$ cat src/rtl/mips_multicycle_ctrl.sv
// Multi-cycle MIPS control FSM: sequences fetch/decode/execute/memory/writeback
// for addu, addiu, lw, sw and jal, trapping on anything else or on a stuck memory.
module mips_multicycle_ctrl #(
  parameter int STALL_LIMIT = 15,
  parameter int CNT_W       = 8
) (
  input  logic        clk,
  input  logic        reset,
  input  logic [31:0] instr,
  input  logic        mem_ready,
  input  logic        zero,
  output logic [3:0]  alu_ctrl,
  output logic        alu_src_a,
  output logic [1:0]  alu_src_b,
  output logic        i_or_d,
  output logic        mem_read,
  output logic        mem_write,
  output logic        ir_write,
  output logic        pc_write,
  output logic        reg_write,
  output logic [1:0]  reg_dst,
  output logic [1:0]  mem_to_reg,
  output logic        instr_done,
  output logic        trap,
  output logic [1:0]  trap_cause,
  output logic [3:0]  state_dbg
);

  localparam logic [3:0] S_FETCH     = 4'd0;
  localparam logic [3:0] S_DECODE    = 4'd1;
  localparam logic [3:0] S_MEM_ADDR  = 4'd2;
  localparam logic [3:0] S_MEM_READ  = 4'd3;
  localparam logic [3:0] S_MEM_WRITE = 4'd4;
  localparam logic [3:0] S_MEM_WB    = 4'd5;
  localparam logic [3:0] S_EXEC_R    = 4'd6;
  localparam logic [3:0] S_EXEC_I    = 4'd7;
  localparam logic [3:0] S_ALU_WB    = 4'd8;
  localparam logic [3:0] S_JUMP      = 4'd9;
  localparam logic [3:0] S_TRAP      = 4'd10;

  localparam logic [5:0] OP_RTYPE = 6'h00;
  localparam logic [5:0] OP_JAL   = 6'h03;
  localparam logic [5:0] OP_ADDIU = 6'h09;
  localparam logic [5:0] OP_LW    = 6'h23;
  localparam logic [5:0] OP_SW    = 6'h2B;
  localparam logic [5:0] FN_ADDU  = 6'h21;

  localparam logic [CNT_W-1:0] CNT_LAST = CNT_W'(STALL_LIMIT - 1);
  localparam logic [CNT_W-1:0] CNT_MAX  = '1;

  logic [3:0]       state_q, state_d;
  logic [CNT_W-1:0] cnt_q, cnt_d;
  logic             trap_q, trap_d;
  logic [1:0]       cause_q, cause_d;
  logic             rdst_r_q, rdst_r_d;
  logic             wait_st, stall_hit;
  logic [5:0]       opcode, funct;

  assign opcode = instr[31:26];
  assign funct  = instr[5:0];

  logic unused_ok;
  assign unused_ok = ^{instr[25:6], zero};

  assign wait_st   = (state_q == S_FETCH) || (state_q == S_MEM_READ) || (state_q == S_MEM_WRITE);
  // The limit cycle is the STALL_LIMIT-th consecutive not-ready cycle; ready on it still wins.
  assign stall_hit = wait_st && !mem_ready && (cnt_q == CNT_LAST);

  always_comb begin
    state_d  = state_q;
    trap_d   = trap_q;
    cause_d  = cause_q;
    rdst_r_d = rdst_r_q;
    cnt_d    = '0;
    if (wait_st && !mem_ready)
      cnt_d = (cnt_q == CNT_MAX) ? cnt_q : cnt_q + 1'b1;
    case (state_q)
      S_FETCH:     if (mem_ready) state_d = S_DECODE;
      S_DECODE: begin
        if (opcode == OP_LW || opcode == OP_SW)               state_d = S_MEM_ADDR;
        else if (opcode == OP_ADDIU)                          state_d = S_EXEC_I;
        else if (opcode == OP_RTYPE && funct == FN_ADDU)      state_d = S_EXEC_R;
        else if (opcode == OP_JAL)                            state_d = S_JUMP;
        else begin
          state_d = S_TRAP;
          trap_d  = 1'b1;
          cause_d = 2'b01;
        end
      end
      S_MEM_ADDR:  state_d = (opcode == OP_LW) ? S_MEM_READ : S_MEM_WRITE;
      S_MEM_READ:  if (mem_ready) state_d = S_MEM_WB;
      S_MEM_WRITE: if (mem_ready) state_d = S_FETCH;
      S_EXEC_R: begin
        state_d  = S_ALU_WB;
        rdst_r_d = 1'b1;
      end
      S_EXEC_I: begin
        state_d  = S_ALU_WB;
        rdst_r_d = 1'b0;
      end
      S_MEM_WB, S_ALU_WB, S_JUMP: state_d = S_FETCH;
      S_TRAP:      state_d = S_TRAP;
      default:     state_d = S_FETCH;
    endcase
    if (stall_hit) begin
      state_d = S_TRAP;
      trap_d  = 1'b1;
      cause_d = 2'b10;
    end
  end

  always_ff @(posedge clk or posedge reset) begin
    if (reset) begin
      state_q  <= S_FETCH;
      cnt_q    <= '0;
      trap_q   <= 1'b0;
      cause_q  <= 2'b00;
      rdst_r_q <= 1'b0;
    end else begin
      state_q  <= state_d;
      cnt_q    <= cnt_d;
      trap_q   <= trap_d;
      cause_q  <= cause_d;
      rdst_r_q <= rdst_r_d;
    end
  end

  // Outputs are forced low while reset is held so requests drop without waiting for an edge.
  always_comb begin
    alu_ctrl   = 4'b0000;
    alu_src_a  = 1'b0;
    alu_src_b  = 2'd0;
    i_or_d     = 1'b0;
    mem_read   = 1'b0;
    mem_write  = 1'b0;
    ir_write   = 1'b0;
    pc_write   = 1'b0;
    reg_write  = 1'b0;
    reg_dst    = 2'd0;
    mem_to_reg = 2'd0;
    instr_done = 1'b0;
    if (!reset) begin
      case (state_q)
        S_FETCH: begin
          mem_read  = 1'b1;
          alu_src_b = 2'd1;
          ir_write  = mem_ready;
          pc_write  = mem_ready;
        end
        S_DECODE:    alu_src_b = 2'd2;
        S_MEM_ADDR: begin
          alu_src_a = 1'b1;
          alu_src_b = 2'd2;
          alu_ctrl  = 4'b0001;
        end
        S_MEM_READ: begin
          mem_read = 1'b1;
          i_or_d   = 1'b1;
        end
        S_MEM_WRITE: begin
          mem_write  = 1'b1;
          i_or_d     = 1'b1;
          instr_done = mem_ready;
        end
        S_MEM_WB: begin
          reg_write  = 1'b1;
          mem_to_reg = 2'd1;
          instr_done = 1'b1;
        end
        S_EXEC_R: begin
          alu_src_a = 1'b1;
          alu_ctrl  = 4'b0010;
        end
        S_EXEC_I: begin
          alu_src_a = 1'b1;
          alu_src_b = 2'd2;
        end
        S_ALU_WB: begin
          reg_write  = 1'b1;
          reg_dst    = {1'b0, rdst_r_q};
          instr_done = 1'b1;
        end
        S_JUMP: begin
          alu_ctrl   = 4'b0011;
          alu_src_b  = 2'd3;
          pc_write   = 1'b1;
          reg_write  = 1'b1;
          reg_dst    = 2'd2;
          mem_to_reg = 2'd2;
          instr_done = 1'b1;
        end
        default: ;
      endcase
    end
  end

  assign trap       = trap_q;
  assign trap_cause = cause_q;
  assign state_dbg  = reset ? S_FETCH : state_q;

endmodule

$ cat config.mk
export PLATFORM = sky130hd
export DESIGN_NAME = mips_multicycle_ctrl
export DESIGN_NICKNAME = d
export VERILOG_FILES = /design/src/rtl/mips_multicycle_ctrl.sv
export SDC_FILE = /design/constraint.sdc
export NUM_CORES = 1
export LEC_CHECK = 0
export CAP_MARGIN = 20
export CORE_MARGIN = 2
export CORE_UTILIZATION = 43
export DETAILED_ROUTE_END_ITERATION = 10
export PLACE_DENSITY = 0.83
export SETUP_SLACK_MARGIN = 0.5
export SYNTH_ARGS = -nofsm -noshare
export SYNTH_HDL_FRONTEND = slang
export SYNTH_SLANG_ARGS = --single-unit
$ cat constraint.sdc
create_clock -name clk -period 2.7 [get_ports clk]
set_clock_uncertainty 0.05 [all_clocks]
set_input_delay 0.54 -clock clk [delete_from_list [all_inputs] [get_ports clk]]
set_output_delay 0.54 -clock clk [all_outputs]
set_load 0.05 [all_outputs]
Yosys cells after proc, flatten, opt, wreduce, memory -nomap -nowiden

Index checks and enable logic that the tools add are counted.

Flip-flop bits (word level): 16

Add/sub/neg operators: 1
Eq/ne operators: 25
Muxes and demuxes: 50
Reduce and logical (&&, ||, !) cells: 19

Operators by type and width:

| operator                                      | number |
|---|---|
| two-way mux 4 bit                             | 8 |
| one-hot mux 4 bit (7 select lines)            | 1 |
| two-way mux 2 bit                             | 11 |
| two-way mux 1 bit                             | 20 |
| == test 6 bit, second input constant          | 3 |
| == test 4 x 3 -> 1 bit, second input constant | 4 |
| two-way mux 8 bit                             | 2 |
| == test 4 bit, second input constant          | 3 |
| one-hot mux 2 bit (3 select lines)            | 2 |
| inequality test 2 bit, second input constant  | 5 |
| inequality test 3 bit, second input constant  | 3 |
| OR reduction 3 bit                            | 3 |
| adder 8 x 1 -> 8 bit, second input constant   | 1 |
| == test 4 x 2 -> 1 bit, second input constant | 2 |
| == test 8 x 4 -> 1 bit, second input constant | 1 |
| == test 8 bit, second input constant          | 1 |
| one-hot mux 2 bit (2 select lines)            | 2 |
| == test 6 x 2 -> 1 bit, second input constant | 1 |
| == test 6 x 4 -> 1 bit, second input constant | 1 |
| zero test 6 bit                               | 1 |
| one-hot mux 1 bit (2 select lines)            | 3 |
| OR reduction 2 bit                            | 3 |
| AND reduction 5 bit                           | 1 |
| == test 4 x 1 -> 1 bit, second input constant | 1 |
| other kinds (7)                               | 12 |

Logic depth before layout (Yosys ltp)

Gate-level depths: netlist of the first run.

Depth in word-level cells: 7
Mapped depth: 7
Gate-level depth less buffers: 6

Least setup slack after synthesis of the first run

Ideal clock, no wire load.

Path kind: input-to-output
Start: in reset
End: out pc_write
Data arrival time: 3255 ps
Required time: 2110 ps
Slack: -1145 ps
Cell stages on the path: 5
Buffers on the path: 1
Path through: clkbuf_1 -> inv_1 -> nand2_1 -> nor4_1 -> or2_1

Cells in the longest elaborated chain, start to end: 1

RTL lines:

| what               | RTL line | text |
|---|---|---|
| start: declaration | 8        | `input logic reset,` |
| two-way mux 1 bit  | 142      | `if (!reset) begin` |
| end: declaration   | 19       | `output logic pc_write,` |

No other way between the ends.

Worst setup path after layout of the first run

Start: reg state_q[0]
End: out instr_done

Cells in the longest elaborated chain, start to end: 4
Elaborated cells between the ends (all ways): 7
Classes of those cells: eq/ne (4); mux (2); reduce/logical (1)

RTL lines:

| what                                                           | RTL line | text |
|---|---|---|
| start: declaration                                             | 51       | `logic [3:0] state_q, state_d;` |
| start signal: assignment                                       | 120      | `state_q <= state_d;` |
| == test 4 bit / == test 4 x 3 -> 1 bit (equally long branches) | 143      | `case (state_q)` |
| OR reduction 3 bit (no source line)                            | -        |  |
| one-hot mux 1 bit (2 select lines) *                           | 143      |  |
| two-way mux 1 bit *                                            | 142      |  |
| end: declaration                                               | 23       | `output logic instr_done,` |

Mark *: on every way between the ends. The rest lies on a longest branch, timed or not.

==> results of run 1 <==
## layer usage
metal	part of all wire [%]	routed length, um	global-route usage (%)
met5	0	0	0
met3	4.6	184	1.81
met1	42	1670	29.7
met4	2.0	81	7.97
met2	51	2050	38.9
## sequential cells by signal, indices dropped and copies added, names as in the netlist
name        count
cnt_q           8
state_q         4
trap_cause      2
rdst_r_q        1
trap            1
## critical path, cell delays in order, from the launching register on
cell                       delay [ps]
sky130_fd_sc_hd__dfrtp_2          400
sky130_fd_sc_hd__buf_2            190
sky130_fd_sc_hd__buf_4            130
sky130_fd_sc_hd__nand2_1           80
sky130_fd_sc_hd__a211oi_4         240
sky130_fd_sc_hd__o21bai_1         150
sky130_fd_sc_hd__buf_4            220
## power groups by stage
stage / sequential, mW / combinational (mW) / clock, mW
CTS: 0.354 / 1.16 / 0.158
finish: 0.338 / 1.43 / 0.155
global placement: 0.363 / 1.03 / 0
floorplan: 0.313 / 0.735 / 0
global route: 0.343 / 1.51 / 0.167
detailed placement: 0.367 / 1.04 / 0
## cells in the final DEF, fill, tap and decap left out, types with 4 or more instances in the layout
master	instances
sky130_fd_sc_hd__buf_12	17
sky130_fd_sc_hd__nand2_1	11
sky130_fd_sc_hd__o21ai_0	5
sky130_fd_sc_hd__nor3_2	6
sky130_fd_sc_hd__buf_6	4
sky130_fd_sc_hd__nor2_1	18
sky130_fd_sc_hd__a21oi_1	4
sky130_fd_sc_hd__clkdlybuf4s50_1	15
sky130_fd_sc_hd__nor2b_1	4
sky130_fd_sc_hd__nand3_1	8
sky130_fd_sc_hd__buf_4	19
sky130_fd_sc_hd__dfrtp_1	13
## cells in the mapped netlist, drive strengths merged, types with 3 or more instances
cell    number
a211oi       3
a21oi        4
a31oi        3
buf          9
clkbuf       3
dfrtp       16
inv          6
nand2       14
nand3        9
nor2        23
nor2b        5
nor3         9
nor4         4
o21ai        6
or2          3
xor2         4
## what timing repair did
| item | in CTS | in global routing |
|---|---|---|
| resized for setup | 16 | 10 |
| gates cloned | 0 | 0 |
| buffers inserted | 7 | 12 |
| pin swaps | 4 | 5 |
| endpoints found under the setup margin | 19 | 14 |
## cell type report
| cell class | count | area [um^2] | share of cell area (%) |
|---|---|---|---|
| clock buffers | 4 | 36.3 | 1.72 |
| flip-flops and latches | 16 | 404 | 19.2 |
| well taps | 31 | 38.8 | 1.84 |
| inverters | 6 | 28.8 | 1.36 |
| repair buffers | 62 | 782 | 37.1 |
| multi-input cells | 119 | 818 | 38.8 |
## stage by stage
stage	worst slack, ps	total power, mW	instance area, um^2	hold WS [ps]
after floorplan	75.3	1.05	1310	398
after global placement	230	1.39	1820	407
after detailed placement	220	1.41	1820	412
after CTS	442	1.67	1950	434
after global routing	363	2.02	2110	473
final	425	1.92	2110	432
## how the worst min path moves through the flow
stage / to / depth (start not counted) / slack (ps) / from
final: trap$_DFFE_PP0P_ / 1 / 430 / trap$_DFFE_PP0P_
after global routing: state_q[2]$_DFFE_PP0P_ / 3 / 470 / reset
after CTS: trap$_DFFE_PP0P_ / 1 / 430 / trap$_DFFE_PP0P_
after detailed placement: trap$_DFFE_PP0P_ / 1 / 410 / trap$_DFFE_PP0P_
after global placement: trap$_DFFE_PP0P_ / 1 / 410 / trap$_DFFE_PP0P_
after floorplan: rdst_r_q$_DFFE_PP0P_ / 2 / 400 / rdst_r_q$_DFFE_PP0P_
## logic make-up after synthesis
group,synth area share [%]
AND/OR/NAND/NOR,36.3
AO/OA/AOI/OAI,15.9
buffers and inverters,8.59
flip-flops,33.1
XOR/XNOR,3.62
adder cells (fa/ha/maj),2.07
other,0.310
==> results, run 1 <==
- The max-slew violation count is 0.
- The total internal power is 1.03 mW.
- The weighted congestion reported at the end of routability-driven placement is 0.952.
- The clock passes through at most 2 buffers.
- Following the worst setup path forward leads to its endpoint at instr_done.
- The total standard cell area after synthesis is 0.00121 mm^2.
- In this run the core area contains 19 standard-cell rows.
- Of all flip-flops after synthesis, the portion carrying an async set or reset was 100%.
- The power per standard cell area is 911 mW/mm^2.
- Among all flip-flop cells after synthesis, the most frequent one is sky130_fd_sc_hd__dfrtp_1.
- The number of enable flip-flop cells after synthesis is 0.
- The die is 57.0 um wide.
- The top cell type by area accounts for 33.1% of the synthesized area.
- For the final routed database, the setup TNS stands at 0 ps.
- The detailed-routing iteration count for the pre-antenna-repair pass is 4.
- Data on the critical path is required at its endpoint by 2110 ps.
- After clock tree synthesis, the clock-pin slew on the worst setup and hold paths is 80 ps.
- The number of cells in the finished layout apart from fillers is 238.
- From bottom edge to top edge, the die measures 57.0 um.
- The overall overflow remaining after global route is 0.
- The worst setup path is captured at a primary output.
- In this run the standard cell core region covers 0.00271 mm^2.
- For this run, the share of the core covered by cells in the final layout is 77.8%.
- The mean instance size in the synthesized netlist is 7.95 um^2.
- The number of global-route vias before repair was 1,300.
- Counting every sink on the clock net gives 16.
- TritonCTS built the clock tree.
- The yosys synthesis warning count is 0.
- The net switching power is 0.892 mW.
- Per report_power, the clock group accounts for 8.1% of the total.
- The reg-to-reg endpoint is trap_cause[0]$_DFFE_PP0P_.
- The source of the worst register-to-register timing path is state_q[1]$_DFFE_PP0P_.
- Net switching is 46.4% of the power.
- The sequential share of the synthesized area is 33.1%.
- Summed over all nets, the half-perimeter wirelength after detailed placement is 2.43 mm.
- The first-pass GRT wire length is 5.94 mm.
- CTS placed an instance of sky130_fd_sc_hd__clkbuf_4 at the clock tree root.
- The number of DRC markers in iteration 0 is 58.
- Counting the fill cells in the layout gives 172.
- The share of total power in sequential cells is 17.6%.
- The count of nets left with antenna violations once routing finished came out at 0.
- For this run, the post-layout net count is 246.
- The top-level I/O count is 61.
- The flow ran to the end, and the final reports show no timing, DRC or antenna violations.
- The remaining design rule violation count is 0.
- The final wirelength is 3.99 mm.
- By area the synthesized netlist is led by sky130_fd_sc_hd__dfrtp_1 33%, sky130_fd_sc_hd__nor2_1 6.8%, sky130_fd_sc_hd__nand2_1 4.0%, sky130_fd_sc_hd__nand3_1 3.3%, sky130_fd_sc_hd__buf_4 3.1%.
- The pin slew with the least headroom to its limit is 498 ps.
- The die covers 0.00325 mm^2.
- The area added between synthesis and finish is 74.4%.
- The number of antenna violations at the first check in global routing is 0.
- The worst endpoint data arrival time is 1680 ps.
- The average detailed-routed wire length per instance is 16.8 um.
- The total CTS buffers is 3.
- The path type of the worst setup path is reg -> out.
- The count of inserted antenna diode cells is 0.
- The clock latency at the later pin of the worst-skew pair is 290 ps.
- The relative contribution of combinational cells to total power is 74.3%.
- The final-report hold violation count came to 0.
- Across the run, the number of max-cap violations was 0.
- The worst IR drop on VDD is 0.833 mV.
- The synthesis-stage register bit count is 16.
- Setup slack on the worst reg-to-reg path comes out at 680 ps.
- Setup repair after global routing could not meet its margin everywhere.
- Synthesis produced a netlist whose cell count is 152.
- The total via count in the routed design is 1,406.
- The total global routing track utilization is 22.5%.
- After layout, the minimum clock period comes to 2270 ps.
- The count of buffers from port buffering is 37.
- Dividing the final minimum period by the clock period gives 84.2%.
- The fraction of final layout cells sized beyond drive strength 1 is 39.1%.
- For this design, the CTS-stage hold fixing added 0 buffers.
- The relative slew slack is 66.7%.
- The worst setup path is launched from a flip-flop.
- After synthesis, the netlist uses 48 different library cells.
- The first element of the critical path is state_q[0]$_DFFE_PP0P_.
- The maximum frequency from static timing analysis is 440 MHz.
- For this design the static power due to leakage is 0.866 nW.
- The type of the worst min-delay path is reg -> reg.
- The initial utilization of the core area, before any placement, comes to 44.6%.
- The cell type with the highest aggregate area in the netlist is sky130_fd_sc_hd__dfrtp_1.
- The cell count of the worst reg-to-reg path is 6.
- In this run the worst path has a maximum fanout of 5.
- Setup violations remaining at the end of the flow were counted as 0.
- The number of cells in the design after placement is 215.
- Entering global routing, the biggest net connects 17 pins.
- In the routed layout, each cell is associated on average with a via count of 5.91.
- The number of H-tree branching levels is 1.
Power figures use the tool's default switching activity.
==> run 2: changes to the inputs <==
CORE_UTILIZATION = 40   (was 43)
PLACE_DENSITY = 0.78   (was 0.83)
clock period = 2.15 ns   (was 2.7 ns; I/O delays follow)
==> run 2 against run 1 <==
Final cell count grew 13%. Clock power grew 13%. Die area grew 7.0%. The run now ends with DRC left. Wire length grew 51%. Non-clock buffer count grew 30. Total power grew 58%. Critical path depth shrank 1.
==> results, run 2 (synthesis gave the netlist of run 1 again) <==
- TritonCTS built the clock tree.
- The first global-routing pass estimated 8.26 mm of wire.
- The die covers 0.00348 mm^2.
- The endpoint required time on the critical path is 1670 ps.
- Cells fill 93.1% of the core in the end.
- The relative contribution of combinational cells to total power is 79.6%.
- Static timing analysis puts the maximum clock frequency at 467 MHz.
- The final wirelength is 6.00 mm.
- The width of the die is 59.0 um.
- The standard cell area after detailed placement is 0.00213 mm^2.
- In this run, the number of DRC markers left after iteration 0 of detailed routing was 113.
- The clock latency at the later pin of the worst-skew pair is 300 ps.
- The library cell used most frequently in the layout, excluding fill and tap cells, is sky130_fd_sc_hd__buf_4.
- The critical path launch point type is a flip-flop.
- During placement, the flow inserted port buffers numbering 37.
- Clock-pin slew was measured on the worst setup and hold paths at 100 ps.
- The total internal power is 1.55 mW.
- No sink is reached through more buffers than the 2 on the longest clock path.
- In the routed layout, each cell is associated on average with a via count of 6.27.
- The share of the clock period used by the worst path is 99.5%.
- The register with the most flip-flops in the layout has 8 of them.
- The type of destination of the critical path is a primary output.
- The analysis attributes to cell leakage a power of 1.08 nW.
- The type of the worst min-delay path is in -> async.
- The number of global-route vias before repair is 1,692.
- The final layout contains 276 nets.
- Global routing finished with a remaining overflow of 0.
- Buffers inserted to repair hold after CTS numbered 0.
- The cell count of the worst reg-to-reg path is 7.
- The number of cells in the design after placement is 236.
- The remaining design rule violation count is 3.
- For this run, the detailed router's first-pass iteration total came to 9.
- The detailed placer's ending HPWL is 2.81 mm.
- Buffers inserted during clock tree synthesis total 3.
- The switching part of the total is 48.6%.
- The initial standard-cell utilization of the core is 43.1%.
- Dividing the detail-routed wire length by the instance count gives 22.4 um.
- The final-report hold violation count is 0.
- The floorplan has 19 rows.
- The post-route setup TNS is 0 ps.
- Leaving out filler cells and counting taps, the final layout contains 268.
- The finished cells cover 0.00261 mm^2.
- The flow ran to the end, but the final reports show violations.
- The share of total power dissipated in the clock network is 5.8%.
- The analysis attributes to net switching a power of 1.47 mW.
- The max-slew violation count is 0.
- The number of antenna violations at the first check in global routing is 0.
- The register ranked first by flip-flop count is cnt_q.
- In the final layout, the share of cells above drive strength 1 is 65.4%.
- The top-level I/O count is 61.
- Hold timing on the final database bottoms out at a slack of 157 ps.
- Across the VDD grid, the largest voltage drop is 0.723 mV.
- The maximum net fanout on the critical path is 6.
- Data on the critical path arrives at its endpoint at 1660 ps.
- Setup repair after global routing could not meet its margin everywhere.
- The number of failing setup endpoints in the final timing report is 0.
- Routability-driven placement finished with a final weighted congestion of 0.852.
- The smallest clock period supported by the final layout is computed as 2140 ps.
- The worst register-to-register path begins at state_q[1]$_DFFE_PP0P_.
- The worst setup path is of the reg -> out kind.
- The first element of the critical path is state_q[0]$_DFFE_PP0P_.
- The power per standard cell area is 1160 mW/mm^2.
- The area added between synthesis and finish is 116%.
- The checks that failed: DRC.
- The chip height is 59.0 um.
- Max-cap violations in this run came to 0.
- The total global routing track utilization is 31.6%.
- Leaving out fill and tap cells, the most frequent cells in the layout are 42 x sky130_fd_sc_hd__buf_4, 18 x sky130_fd_sc_hd__buf_12, 13 x sky130_fd_sc_hd__dfrtp_1, 12 x sky130_fd_sc_hd__nor2_4, 12 x sky130_fd_sc_hd__buf_6.
- For this block, the via count after detailed routing is 1,681.
- The count of inserted antenna diode cells is 0.
- The clock tree root buffer cell is sky130_fd_sc_hd__clkbuf_4.
- Entering global routing, the biggest net connects 17 pins.
- In this run the remaining antenna-violating nets after routing total 0.
- The share of total power in sequential cells is 14.6%.
- The core footprint is 0.00281 mm^2.
- In this run the number of H-tree levels came out at 1.
- The tree built by TritonCTS fans out to 16 sinks.
## run 2: cell types whose count changed in the layout (fill, tap and decap cells not counted), moves of 7 or more
cell and change:
sky130_fd_sc_hd__nor2_1 -11, sky130_fd_sc_hd__nor2_4 +10, sky130_fd_sc_hd__clkdlybuf4s50_1 -15, sky130_fd_sc_hd__dlygate4sd2_1 +7
sky130_fd_sc_hd__buf_4 +23, sky130_fd_sc_hd__buf_6 +8
## run 2: per-layer routing
metal  share of wire [%]  routed length, um  up-vias  track usage, %
met5                   0                  0        -               0
met4                 5.6                336        0            16.2
met3                 6.8                407       41            4.15
met2                  52               3100      122            55.2
met1                  36               2160      804            37.8
li1                    -                  -      714               -
## run 2: critical path, cell delays in order, from the launching register on
cell	delay, ps
sky130_fd_sc_hd__dfrtp_1	440
sky130_fd_sc_hd__buf_4	220
sky130_fd_sc_hd__nand2_2	80
sky130_fd_sc_hd__a211oi_4	240
sky130_fd_sc_hd__o21bai_1	160
sky130_fd_sc_hd__buf_4	220
## run 2: layout make-up
type / instances / area (um^2)
Multi-Input combinational cell: 119 / 1130
Timing Repair Buffer: 92 / 971
Sequential cell: 16 / 404
Fill cell: 98 / 194
Inverter: 6 / 43.8
Tap cell: 31 / 38.8
Clock buffer: 4 / 26.3
## run 2: path summary, 6_finish.rpt
kind,to,slack (ps)
worst max-delay path,instr_done,10
max in group asynchronous,state_q[1]$_DFFE_PP0P_,1680
worst min register to register,trap_cause[0]$_DFFE_PP0P_,460
min in group clk,trap_cause[0]$_DFFE_PP0P_,460
worst min-delay path,cnt_q[5]$_DFFE_PP0P_,160
worst max register to register,cnt_q[7]$_DFFE_PP0P_,110
## run 2: per-stage QoR
stage	setup slack [ps]	total power, mW
after CTS	77.4	2.71
final	9.98	3.03
after global placement	-74.3	2.10
after floorplan	-255	1.57
after detailed placement	-83.7	2.14
after global routing	-33.5	3.13
## run 2: what timing repair did
| item | in CTS | in global routing |
|---|---|---|
| gates cloned | 1 | 0 |
| endpoints found under the hold margin | 0 | 0 |
| resized for setup | 79 | 22 |
| endpoints found under the setup margin | 37 | 37 |
| setup buffers | 20 | 7 |
| pin swaps | 27 | 15 |
## run 2: power groups by stage
stage	logic, mW	registers [mW]	clock network (mW)
floorplan	1.16	0.409	0
global placement	1.64	0.459	0
detailed placement	1.67	0.464	0
CTS	2.12	0.430	0.166
global route	2.50	0.443	0.185
finish	2.41	0.441	0.175
